### src/rtl/clip_record_play_ctrl.sv
// ---------------------------------------------------------------------------
// clip_record_play_ctrl
//
// Record/playback sequencer for the clip audio path. The clip memory holds
// NUM_CLIPS slots of CLIP_SAMPLES samples each. Recording enables the
// deserialiser and writes one sample per sample_tick. Playback enables the
// serialiser and steps the read address once per sample_tick. Clip length
// is timed by counting sample_tick, so no external timer is needed. A
// per-slot valid bit records which slots hold a complete recording.
//
// Optional feature macro: CLIP_LOOP_EN
//   When defined, playback with loop=1 wraps to the start of the clip at the
//   final sample and pulses done on every wrap. When undefined, the loop input
//   is ignored and playback always stops after one pass.
//
// Ports
//   clock        in   system clock, rising edge
//   reset        in   asynchronous active-high reset, returns to IDLE
//   record_req   in   level request: record into slot clip_sel
//   play_req     in   level request: play slot clip_sel
//   clip_sel     in   slot index, sampled only when a request is accepted
//   stop         in   abort the current record/playback
//   loop         in   repeat playback (CLIP_LOOP_EN builds only)
//   sample_tick  in   one-cycle strobe per audio sample period
//   mem_clip     out  slot index of the active (or last) operation
//   mem_addr     out  sample address within the slot
//   mem_we       out  memory write strobe
//   deseri_ena   out  high throughout RECORD
//   seri_ena     out  high throughout PLAY
//   busy         out  high in RECORD, PLAY or DONE
//   done         out  one-cycle pulse on normal completion (and loop wrap)
//   err          out  one-cycle pulse when a request is rejected
//   clip_valid   out  bit i set = slot i holds a complete recording
// ---------------------------------------------------------------------------
module clip_record_play_ctrl #(
  parameter int NUM_CLIPS    = 2,
  parameter int CLIP_SAMPLES = 16000,
  parameter int ADDR_W       = 14,
  localparam int CLIP_W      = (NUM_CLIPS > 1) ? $clog2(NUM_CLIPS) : 1
) (
  input  logic                 clock,
  input  logic                 reset,
  input  logic                 record_req,
  input  logic                 play_req,
  input  logic [CLIP_W-1:0]    clip_sel,
  input  logic                 stop,
  input  logic                 loop,
  input  logic                 sample_tick,
  output logic [CLIP_W-1:0]    mem_clip,
  output logic [ADDR_W-1:0]    mem_addr,
  output logic                 mem_we,
  output logic                 deseri_ena,
  output logic                 seri_ena,
  output logic                 busy,
  output logic                 done,
  output logic                 err,
  output logic [NUM_CLIPS-1:0] clip_valid
);

  typedef enum logic [1:0] {
    IDLE   = 2'd0,
    RECORD = 2'd1,
    PLAY   = 2'd2,
    DONE   = 2'd3
  } state_t;

  localparam logic [ADDR_W-1:0] LAST_ADDR = ADDR_W'(CLIP_SAMPLES - 1);

  state_t                 state_q, state_d;
  logic [ADDR_W-1:0]      count_q, count_d;
  logic [CLIP_W-1:0]      clip_q, clip_d;
  logic [NUM_CLIPS-1:0]   valid_q, valid_d;
  logic                   err_q, err_d;
  logic                   loop_done_q, loop_done_d;
  logic                   sel_ok;
  logic                   at_last;

`ifndef CLIP_LOOP_EN
  // The loop input has no function in a non-looping build.
  logic unused_loop;
  assign unused_loop = loop;
`endif

  // Slot indices can exceed NUM_CLIPS-1 when NUM_CLIPS is not a power of two.
  assign sel_ok  = 32'(clip_sel) < 32'(NUM_CLIPS);
  assign at_last = (count_q == LAST_ADDR);

  // State and datapath registers; reset discards all recorded-slot knowledge.
  always_ff @(posedge clock or posedge reset) begin
    if (reset) begin
      state_q     <= IDLE;
      count_q     <= '0;
      clip_q      <= '0;
      valid_q     <= '0;
      err_q       <= 1'b0;
      loop_done_q <= 1'b0;
    end else begin
      state_q     <= state_d;
      count_q     <= count_d;
      clip_q      <= clip_d;
      valid_q     <= valid_d;
      err_q       <= err_d;
      loop_done_q <= loop_done_d;
    end
  end

  // Next-state logic. In IDLE, record_req outranks play_req. While active,
  // stop outranks a coincident tick so an aborted final sample never
  // completes the clip. The counter holds at the last address on completion
  // and after an abort, so mem_addr keeps its last value in IDLE.
  always_comb begin
    state_d     = state_q;
    count_d     = count_q;
    clip_d      = clip_q;
    valid_d     = valid_q;
    err_d       = 1'b0;
    loop_done_d = 1'b0;
    case (state_q)
      IDLE: begin
        if (record_req || play_req) begin
          if (!sel_ok) begin
            err_d = 1'b1;
          end else if (record_req) begin
            state_d           = RECORD;
            clip_d            = clip_sel;
            count_d           = '0;
            valid_d[clip_sel] = 1'b0;
          end else if (!valid_q[clip_sel]) begin
            err_d = 1'b1;
          end else begin
            state_d = PLAY;
            clip_d  = clip_sel;
            count_d = '0;
          end
        end
      end
      RECORD: begin
        if (stop) begin
          state_d = IDLE;
        end else if (sample_tick) begin
          if (at_last) begin
            valid_d[clip_q] = 1'b1;
            state_d         = DONE;
          end else begin
            count_d = count_q + ADDR_W'(1);
          end
        end
      end
      PLAY: begin
        if (stop) begin
          state_d = IDLE;
        end else if (sample_tick) begin
          if (at_last) begin
`ifdef CLIP_LOOP_EN
            if (loop) begin
              count_d     = '0;
              loop_done_d = 1'b1;
            end else begin
              state_d = DONE;
            end
`else
            state_d = DONE;
`endif
          end else begin
            count_d = count_q + ADDR_W'(1);
          end
        end
      end
      DONE: begin
        state_d = IDLE;
      end
      default: begin
        state_d = IDLE;
      end
    endcase
  end

  // Output decode. The write strobe follows sample_tick directly so the
  // sample is written in the same cycle it arrives.
  always_comb begin
    mem_clip   = clip_q;
    mem_addr   = count_q;
    mem_we     = (state_q == RECORD) && sample_tick;
    deseri_ena = (state_q == RECORD);
    seri_ena   = (state_q == PLAY);
    busy       = (state_q != IDLE);
    done       = (state_q == DONE) || loop_done_q;
    err        = err_q;
    clip_valid = valid_q;
  end

endmodule

### config.mk
export PLATFORM = sky130hd
export DESIGN_NAME = clip_record_play_ctrl
export DESIGN_NICKNAME = d
export VERILOG_FILES = /design/src/rtl/clip_record_play_ctrl.sv
export SDC_FILE = /design/constraint.sdc
export NUM_CORES = 1
export LEC_CHECK = 0
export ABC_AREA = 1
export BUFFER_PORTS_ARGS = -buffer_cell sky130_fd_sc_hd__buf_2
export CORE_MARGIN = 5
export CORE_UTILIZATION = 54
export CTS_CLUSTER_SIZE = 10
export DETAILED_ROUTE_END_ITERATION = 12
export PLACE_DENSITY = 0.79
export SYNTH_ARGS = -nofsm -noshare
export SYNTH_HDL_FRONTEND = slang
export SYNTH_SLANG_ARGS = --single-unit
### constraint.sdc
create_clock -name clock -period 1.9 [get_ports clock]
set_clock_uncertainty 0.1 [all_clocks]
set_input_delay 0.19 -clock clock [delete_from_list [all_inputs] [get_ports clock]]
set_output_delay 0.19 -clock clock [all_outputs]
set_load 0.01 [all_outputs]
# Yosys cells after proc, flatten, opt, wreduce, memory -nomap -nowiden
# Index checks and enable logic that the tools add are counted.
[totals]
reg_bits = 20
input_bits = 8
output_inout_bits = 23
elab_cells = 74
[op_classes]
addsub = 1
order_cmp = 4
n_eq_ne = 15
mux = 32
bitwise = 3
n_reduce_logical = 14
[ops]
columns = ["op", "n"]
rows = [
  ["14-bit two-way mux", 6],
  ["14-bit case mux with 2 select lines", 1],
  ["2-bit two-way mux", 11],
  ["14-bit by 1-bit adder with 14-bit output, second input constant", 1],
  ["14-bit equality test, second input constant", 1],
  ["2-bit != test, second input constant", 6],
  ["6-bit AND reduction", 2],
  ["1-bit two-way mux", 10],
  ["2-bit nonzero test", 4],
  ["3-bit by 1-bit != test with 1-bit output, second input constant", 2],
  ["2-bit case mux with 3 select lines", 1],
  ["2-bit equality test, second input constant", 2],
  ["1-bit by 2-bit less-than comparator with 1-bit output, second input constant", 2],
  ["2-bit by 1-bit != test with 1-bit output, second input constant", 2],
  ["2-bit case mux with 2 select lines", 1],
  ["4-bit AND reduction", 1],
  ["1-bit logical AND", 3],
  ["3-bit != test, second input constant", 1],
  ["3-bit AND reduction", 1],
  ["2-bit AND", 1],
  ["1-bit demux with 1-bit select", 2],
  ["2-bit by 1-bit equality test with 1-bit output, second input constant", 1],
  ["1-bit greater-or-equal comparator, second input constant", 2],
  ["2-bit zero test", 1],
  ["other kinds (4)", 4],
]

# Longest topological paths before layout
# Gate-level depths: netlist of the first run.
[logic_depth]
depth_word = 9
ltp_mapped = 10
ltp_nobuf = 9

# Worst setup path before layout of the first run
# Ideal clock, no wire load.
[synth_timing]
kind = "reg-to-reg"
startpoint = "register count_q[0] (netlist: mem_addr[0])"
endpoint = "register state_q[0]"
setup_time_ns = 0.117
arrival_time_ns = 1.507
required_time_ns = 1.683
slack_ns = 0.177
path_stages_with_launch = 9
n_path_buf = 0
period_less_slack_ns = 1.723
path_cell_list = "dfrtp_1 > ha_1 > nand3_1 > nor2_2 > nand3_2 > o21ai_0 > nand2_1 > nand2_1 > nand2_1"
[synth_via]
elab_chain_len = 3
[synth_rtl]
columns = ["item", "line", "source"]
rows = [
  ["start: declaration", "70", "logic [ADDR_W-1:0] count_q, count_d;"],
  ["start signal: assignment", "99", "count_q <= count_d;"],
  ["14-bit equality test", "86", "assign at_last = (count_q == LAST_ADDR);"],
  ["3-bit by 1-bit != test with 1-bit output (no line)", "--", ""],
  ["4-bit AND reduction (no line)", "--", ""],
  ["end signal: assignment", "98", "state_q <= state_d;"],
  ["end: declaration", "69", "state_t state_q, state_d;"],
]
# No other way between the ends.
# A chain may end at the register's enable or synchronous reset.

# Final worst setup path of the first run
[layout_timing]
startpoint = "register state_q[1]"
endpoint = "register count_q[9] (netlist: mem_addr[9])"
[layout_via]
elab_chain_len = 4
elab_cells_between_ends = 12
cone_classes = "eq/ne (7); mux (1); reduce/logical (4)"
[layout_rtl]
columns = ["item", "line", "source"]
rows = [
  ["2-bit by 1-bit equality test with 1-bit output / 2-bit equality test (equally long branches)", "118", "case (state_q)"],
  ["2-bit OR reduction (no line)", "--", ""],
  ["2-bit != test (no line) (tied with other cells)", "--", ""],
  ["6-bit AND reduction (no line)", "--", ""],
]
# Several ways; a longest one is shown, not always the timed one.

==> results.json, run 1 <==
{
  "crit_fanout": 14,
  "fin_crit_ns": 1.75,
  "start_util_pct": 56.9,
  "finalCritPeriodShare_pct": 92.4,
  "max_cap_viol_count": 0,
  "whs_ns": 0.0881,
  "fill_cells": 239,
  "multi_input_comb_area_um2": 802,
  "synth_cell_types": 19,
  "dieArea_um2": 3730,
  "syn_to_final_growth_pct": 19.9,
  "cp-end-kind": "flip-flop",
  "syn_nets": 231,
  "drt_iter0_drc": 53,
  "cts_tree": "yes",
  "crit_arrival_ns": 1.87,
  "p_clk_share_pct": 13.9,
  "drive_above_1_share_pct": 18.6,
  "grt_pass1_vias": 1412,
  "placed_cells": 283,
  "combPwrFrac_pct": 55.9,
  "dpl_cell_area_um2": 1630,
  "max_slew_margin_pct": 73.8,
  "numCtsBuffers": 3,
  "cpPeakStageDelay_ns": 0.41,
  "grtUsageTotal_pct": 20.4,
  "final_core_util_pct": 68.2,
  "final_cell_mix": "nand2_1, buf_2, inv_1, nor2_1, nand3_1",
  "drt-total-wl_mm": 3.31,
  "wl_per_cell_um": 11.5,
  "clk_pin_slew_ns": 0.12,
  "p_per_area_nw_per_um2": 1110,
  "insertion_delay_ns": 0.31,
  "cts-root-buf": "clkbuf_4",
  "rr_startpoint": "state_q[1]",
  "critical_path.most_common_cell": "nand2_1",
  "postCtsSetupBuffers": 0,
  "maxSlewViolCount": 0,
  "vias": 1496,
  "hold_path_depth": 3,
  "fin_cells": 288,
  "io_pins": 31,
  "worstPathCellList": "inv_1 > ha_2 > nand2_1 > nor2_1 > nand2_2 > nand2_4 > nand2_8 > nand2_1 > nand2_1",
  "power.switching_mw": 0.881,
  "ys_warn_count": 0,
  "grt_max_degree": 21,
  "worst-slew-pin-transition_ns": 0.391,
  "place_worst_setup_slack_ns": 0.154,
  "leakage_nw": 0.923,
  "setup_viol_count_final": 0,
  "drc_errors": 0,
  "seq_area_frac_synth_pct": 35.5,
  "grt_antenna_before_repair": 0,
  "grt_pass1_wl_mm": 5.75,
  "report.power.total_mw": 1.87,
  "syn_avg_cell_area_um2": 6.46,
  "rr_worst_depth": 9,
  "rsz0062_at_grt": "no",
  "n_antenna_cell": 0,
  "clock_path_buffers": 2,
  "die_h_um": 61.1,
  "power.internal_mw": 0.992,
  "critPathRequiredTime_ns": 2.01,
  "place_congestion": 0.844,
  "dr.pass1.iters": 4,
  "viasPerCell": 5.19,
  "dieWidth_um": 61.1,
  "swShare_pct": 47.0,
  "ant_nets": 0,
  "hold_path.class": "input port to flip-flop",
  "place_hpwl_mm": 2.44,
  "status": "completed",
  "hold_viol": 0,
  "setup_ws_ns": 0.145,
  "timing.fmax_mhz": 570,
  "num_rows": 18,
  "core_um2": 2480,
  "critPathSlowestCell": "dfrtp_1",
  "netlist_instances": 218,
  "ir_drop_uv": 867,
  "layout.cells.most_common": "nand2_1",
  "synth-seq-cells": 20,
  "mappedNetlistArea_um2": 1410,
  "grt-ovfl-total": 0,
  "crit_type": "flip-flop to flip-flop",
  "fin_area_um2": 1690,
  "p_seq_share_pct": 30.2,
  "min_from": "clip_sel",
  "fin_nets": 272,
  "register_area_um2": 500,
  "rrSetupSlack_ns": 0.15,
  "min_to": "mem_clip",
  "tns_ns": 0,
  "clkSinkCount": 20,
  "h-tree-depth": 1,
  "worst_setup_path_start_kind": "flip-flop",
  "rr_endpoint": "mem_addr[9]",
  "portBuffers": 29
}
[critical path: cells and delay by family (launching register included)]
| kind | cells | cell delay, ns |
|---|---|---|
| buffers and inverters | 1 | 0.09 |
| AND/OR/NAND/NOR | 7 | 0.67 |
| adder cells (fa/ha/maj) | 1 | 0.37 |
| flip-flops | 1 | 0.41 |
[power groups by stage]
| stage | Clock, mW | Sequential, mW | Combinational [mW] |
|---|---|---|---|
| finish | 0.260 | 0.566 | 1.05 |
| global route | 0.281 | 0.580 | 1.19 |
| CTS | 0.259 | 0.567 | 1.01 |
| detailed placement | 0 | 0.574 | 1.01 |
| global placement | 0 | 0.573 | 0.999 |
| floorplan | 0 | 0.599 | 0.689 |
[state kept, by name (all words and copies together), names as in the netlist]
| name | flops |
|---|---|
| state_q | 2 |
| err | 1 |
| clip_valid | 2 |
| mem_addr | 14 |
| mem_clip | 1 |
[cell usage after synthesis]
cell type / instances / share of area (%)
nand3b_1: 1 / 0.53
nand3_1: 23 / 8.2
nand3_2: 1 / 0.71
o21bai_1: 3 / 1.6
nand2_1: 88 / 23
nand4_1: 4 / 1.8
nand2_4: 2 / 1.6
nor2_2: 1 / 0.44
clkbuf_1: 2 / 0.53
nor3b_1: 1 / 0.53
ha_1: 5 / 4.4
buf_12: 1 / 1.4
inv_1: 24 / 6.4
a21oi_1: 6 / 2.1
nor3_1: 1 / 0.35
nor2_1: 24 / 6.4
dfrtp_1: 20 / 36
o21ai_0: 10 / 3.6
nand2_2: 1 / 0.44
[worst max path at each step]
stage | start | end | slack (ns) | cells after the start
final | state_q[1] | mem_addr[9] | 0.15 | 9
after global routing | state_q[1] | mem_addr[11] | 0.01 | 9
after CTS | state_q[1] | mem_addr[9] | 0.13 | 9
after detailed placement | state_q[1] | mem_addr[9] | 0.15 | 9
after global placement | state_q[1] | mem_addr[6] | 0.17 | 9
after floorplan | mem_addr[0] | state_q[0] | 0.18 | 8
[cell type report]
cell class / instances / share of cell area [%]
Clock buffer: 4 / 2.15
Inverter: 24 / 5.33
Multi-Input combinational cell: 171 / 47.5
Sequential cell: 20 / 29.6
Tap cell: 30 / 2.22
Timing Repair Buffer: 39 / 13.2
[logic make-up after synthesis]
family / count (synthesis) / share of synthesized area [%]
simple gates: 147 / 44.4
compound gates: 19 / 7.28
fa+ha+maj: 5 / 4.44
flops: 20 / 35.5
buf+inv: 27 / 8.35
[what timing repair did]
action                                  CTS  global route
endpoints found under the hold margin    20             0
gates resized for setup                   0             3
endpoints found under the setup margin    0            14
hold buffers                              1             0
[routing by layer]
metal,GRT usage (%),vias to the layer above,wire length (µm)
li1,-,769,-
met1,24.8,687,1460
met2,35.6,33,1680
met3,2.94,7,120
met4,8.98,0,55
met5,0,-,0
(Power assumes the default switching activity.)
==> run 2, diff against run 1 <==
Settings changed: ABC_AREA 1 to default, CORE_UTILIZATION 54 to 52, PLACE_DENSITY 0.79 to 0.78.
==> run 2 against run 1 <==
  * Setup slack lost 0.098 ns
  * Non-clock buffer count grew 11
  * Highest routed layer unchanged
  * Largest cell class unchanged
  * Combinational power increased by 60%
  * Flip-flop and latch count did not move
  * Synthesized cell count shrank 34%
  * Via count is 15% lower
  * Routed wire length is 4.4% lower
==> results.json, run 2 <==
{
  "status": "completed",
  "critPathRequiredTime_ns": 2.01,
  "netlist_instances": 143,
  "insertion_delay_ns": 0.31,
  "critPathLaunch": "mem_addr[0]",
  "ys_async_sr_fraction_pct": 100,
  "rr_endpoint": "mem_addr[12]",
  "cpPeakStageDelay_ns": 0.40,
  "yosys-top-cells-count": "dfrtp_1, nand2_1, o21ai_0",
  "wl_per_cell_um": 14.3,
  "drt_iter0_drc": 45,
  "cts-root-buf": "clkbuf_4",
  "hold_path_depth": 2,
  "p_seq_share_pct": 25.9,
  "swShare_pct": 43.6,
  "grtUsageTotal_pct": 19.9,
  "max_cap_viol_count": 0,
  "ir_drop_uv": 1200,
  "setup_viol_count_final": 0,
  "clock_path_buffers": 2,
  "core_um2": 2430,
  "worstPathCellList": "ha_1 > and2_1 > and4_4 > o21ai_4 > nand3_4 > o31ai_1",
  "place_hpwl_mm": 2.33,
  "start_util_pct": 53.1,
  "portBuffers": 29,
  "clkSinkCount": 20,
  "drc_errors": 0,
  "rrSetupSlack_ns": 0.05,
  "layout.cells.most_common": "buf_2",
  "grt-ovfl-total": 0,
  "vias": 1277,
  "p_clk_share_pct": 9.8,
  "dr.pass1.iters": 4,
  "whs_ns": 0.0328,
  "grt_pass1_wl_mm": 5.48,
  "worst_setup_path_start_kind": "flip-flop",
  "grt_antenna_before_repair": 0,
  "final_core_util_pct": 68.9,
  "h-tree-depth": 1,
  "io_pins": 31,
  "min_from": "record_req",
  "cp-end-kind": "flip-flop",
  "cts_tree": "yes",
  "p_per_area_nw_per_um2": 1550,
  "largest_reg_flops": 14,
  "rr_startpoint": "mem_addr[0]",
  "timing.fmax_mhz": 540,
  "numCtsBuffers": 3,
  "cp.buffers_inverters": 0,
  "final_cell_mix": "buf_2, dfrtp_1, buf_4, nand2_1, o21ai_0",
  "maxSlewViolCount": 0,
  "min_to": "err",
  "syn_to_final_growth_pct": 29.6,
  "leakage_nw": 0.814,
  "crit_type": "flip-flop to flip-flop",
  "place_congestion": 0.835,
  "dieWidth_um": 59.9,
  "dieArea_um2": 3580,
  "combPwrFrac_pct": 64.4,
  "syn_avg_cell_area_um2": 9.04,
  "crit_fanout": 6,
  "rr_worst_depth": 6,
  "fin_crit_ns": 1.85,
  "ys_warn_count": 0,
  "syn_nets": 156,
  "drive_above_1_share_pct": 36.6,
  "grt_pass1_vias": 1257,
  "seq_area_frac_synth_pct": 38.7,
  "synth_top_cell_area_share_pct": 38.7,
  "grt_max_degree": 21,
  "worst-slew-pin-transition_ns": 0.324,
  "synth_top_area_cell": "dfrtp_1",
  "power.switching_mw": 1.13,
  "ant_nets": 0,
  "mappedNetlistArea_um2": 1290,
  "ys.flop_type": "dfrtp_1",
  "rsz0062_at_grt": "yes",
  "power.internal_mw": 1.47,
  "drt-total-wl_mm": 3.17,
  "finalCritPeriodShare_pct": 97.5,
  "clk_pin_slew_ns": 0.12,
  "ys_top_cells_by_area": "dfrtp_1, nand2_1, o21ai_0",
  "max_slew_margin_pct": 78.1,
  "crit_family": "simple AND/OR/NAND/NOR gates",
  "hold_path.class": "input port to flip-flop",
  "synth-seq-cells": 20,
  "viasPerCell": 5.78,
  "num_rows": 18,
  "synth_edf_count": 0,
  "die_h_um": 59.9,
  "n_antenna_cell": 0,
  "hold_viol": 0,
  "crit_arrival_ns": 1.96,
  "synth_cell_types": 41,
  "critPathSlowestCell": "dfrtp_1",
  "fin_nets": 205
}
[run 2: changes by cell type after synthesis, moves of 3 or more]
cell / delta
nand3_1: -15
nand2_1: -68
or3_1: +4
o211ai_1: +5
and2_1: +5
inv_1: -18
a21oi_1: -3
o21ai_0: +4
o31ai_1: +4
nand2b_1: +3
o21bai_1: -3
nor2_1: -18
[run 2: final cells by class]
class | instances | area [µm²]
multi-input combinational | 111 | 773
fill | 196 | 757
sequential | 20 | 500
timing repair buffer | 50 | 305
tap | 30 | 37.5
clock buffer | 4 | 36.3
inverter | 6 | 22.5
[run 2: how the worst max path moves through the flow]
stage | slack (ns) | end | cells past startpoint
global route | -0.05 | mem_addr[13] | 6
global placement | 0.04 | mem_addr[10] | 8
CTS | -0.01 | mem_addr[12] | 9
finish | 0.05 | mem_addr[12] | 6
detailed placement | -0.05 | mem_addr[9] | 8
floorplan | 0.07 | mem_addr[3] | 8
[run 2: through the flow]
stage          power, mW  instances  TNS (ns)  setup slack (ns)  area [µm²]
5_1_grt             2.84        221   -0.0942           -0.0478        1680
6_report            2.60        221         0            0.0474        1680
3_3_place_gp        2.16        215         0            0.0411        1580
2_1_floorplan       1.62        143         0            0.0656        1290
3_5_place_dp        2.22        215    -0.280           -0.0512        1580
4_1_cts             2.52        221   -0.0146           -0.0120        1640
[run 2: timing repair]
item	in CTS	in global routing
setup buffers	1	0
endpoints found under the hold margin	20	0
pin swaps	1	3
endpoints found under the setup margin	15	16
cloned	0	0
hold buffers	1	0
gates resized for setup	4	9
[run 2: power groups by stage]
stage	registers (mW)	logic, mW	clock network, mW
2_1_floorplan	0.745	0.876	0
3_3_place_gp	0.670	1.49	0
3_5_place_dp	0.680	1.54	0
4_1_cts	0.667	1.60	0.260
5_1_grt	0.694	1.87	0.280
6_report	0.674	1.68	0.254
[run 2: metal layers]
layer,global-route usage [%],vias to the layer above,part of all wire (%)
met5,0,-,0
met4,7.59,0,1.3
met3,3.46,5,4.1
met2,33.3,29,49
met1,25.2,624,46
li1,-,619,-
[run 2: logic make-up after synthesis]
kind of cell             after synthesis  share of synthesized area (%)
multiplexers                           2                           1.94
AO/OA/AOI/OAI                         37                           20.0
AND/OR/NAND/NOR                       67                           29.4
adder cells (fa/ha/maj)                5                           4.84
flip-flops                            20                           38.7
buffers and inverters                 12                           5.03
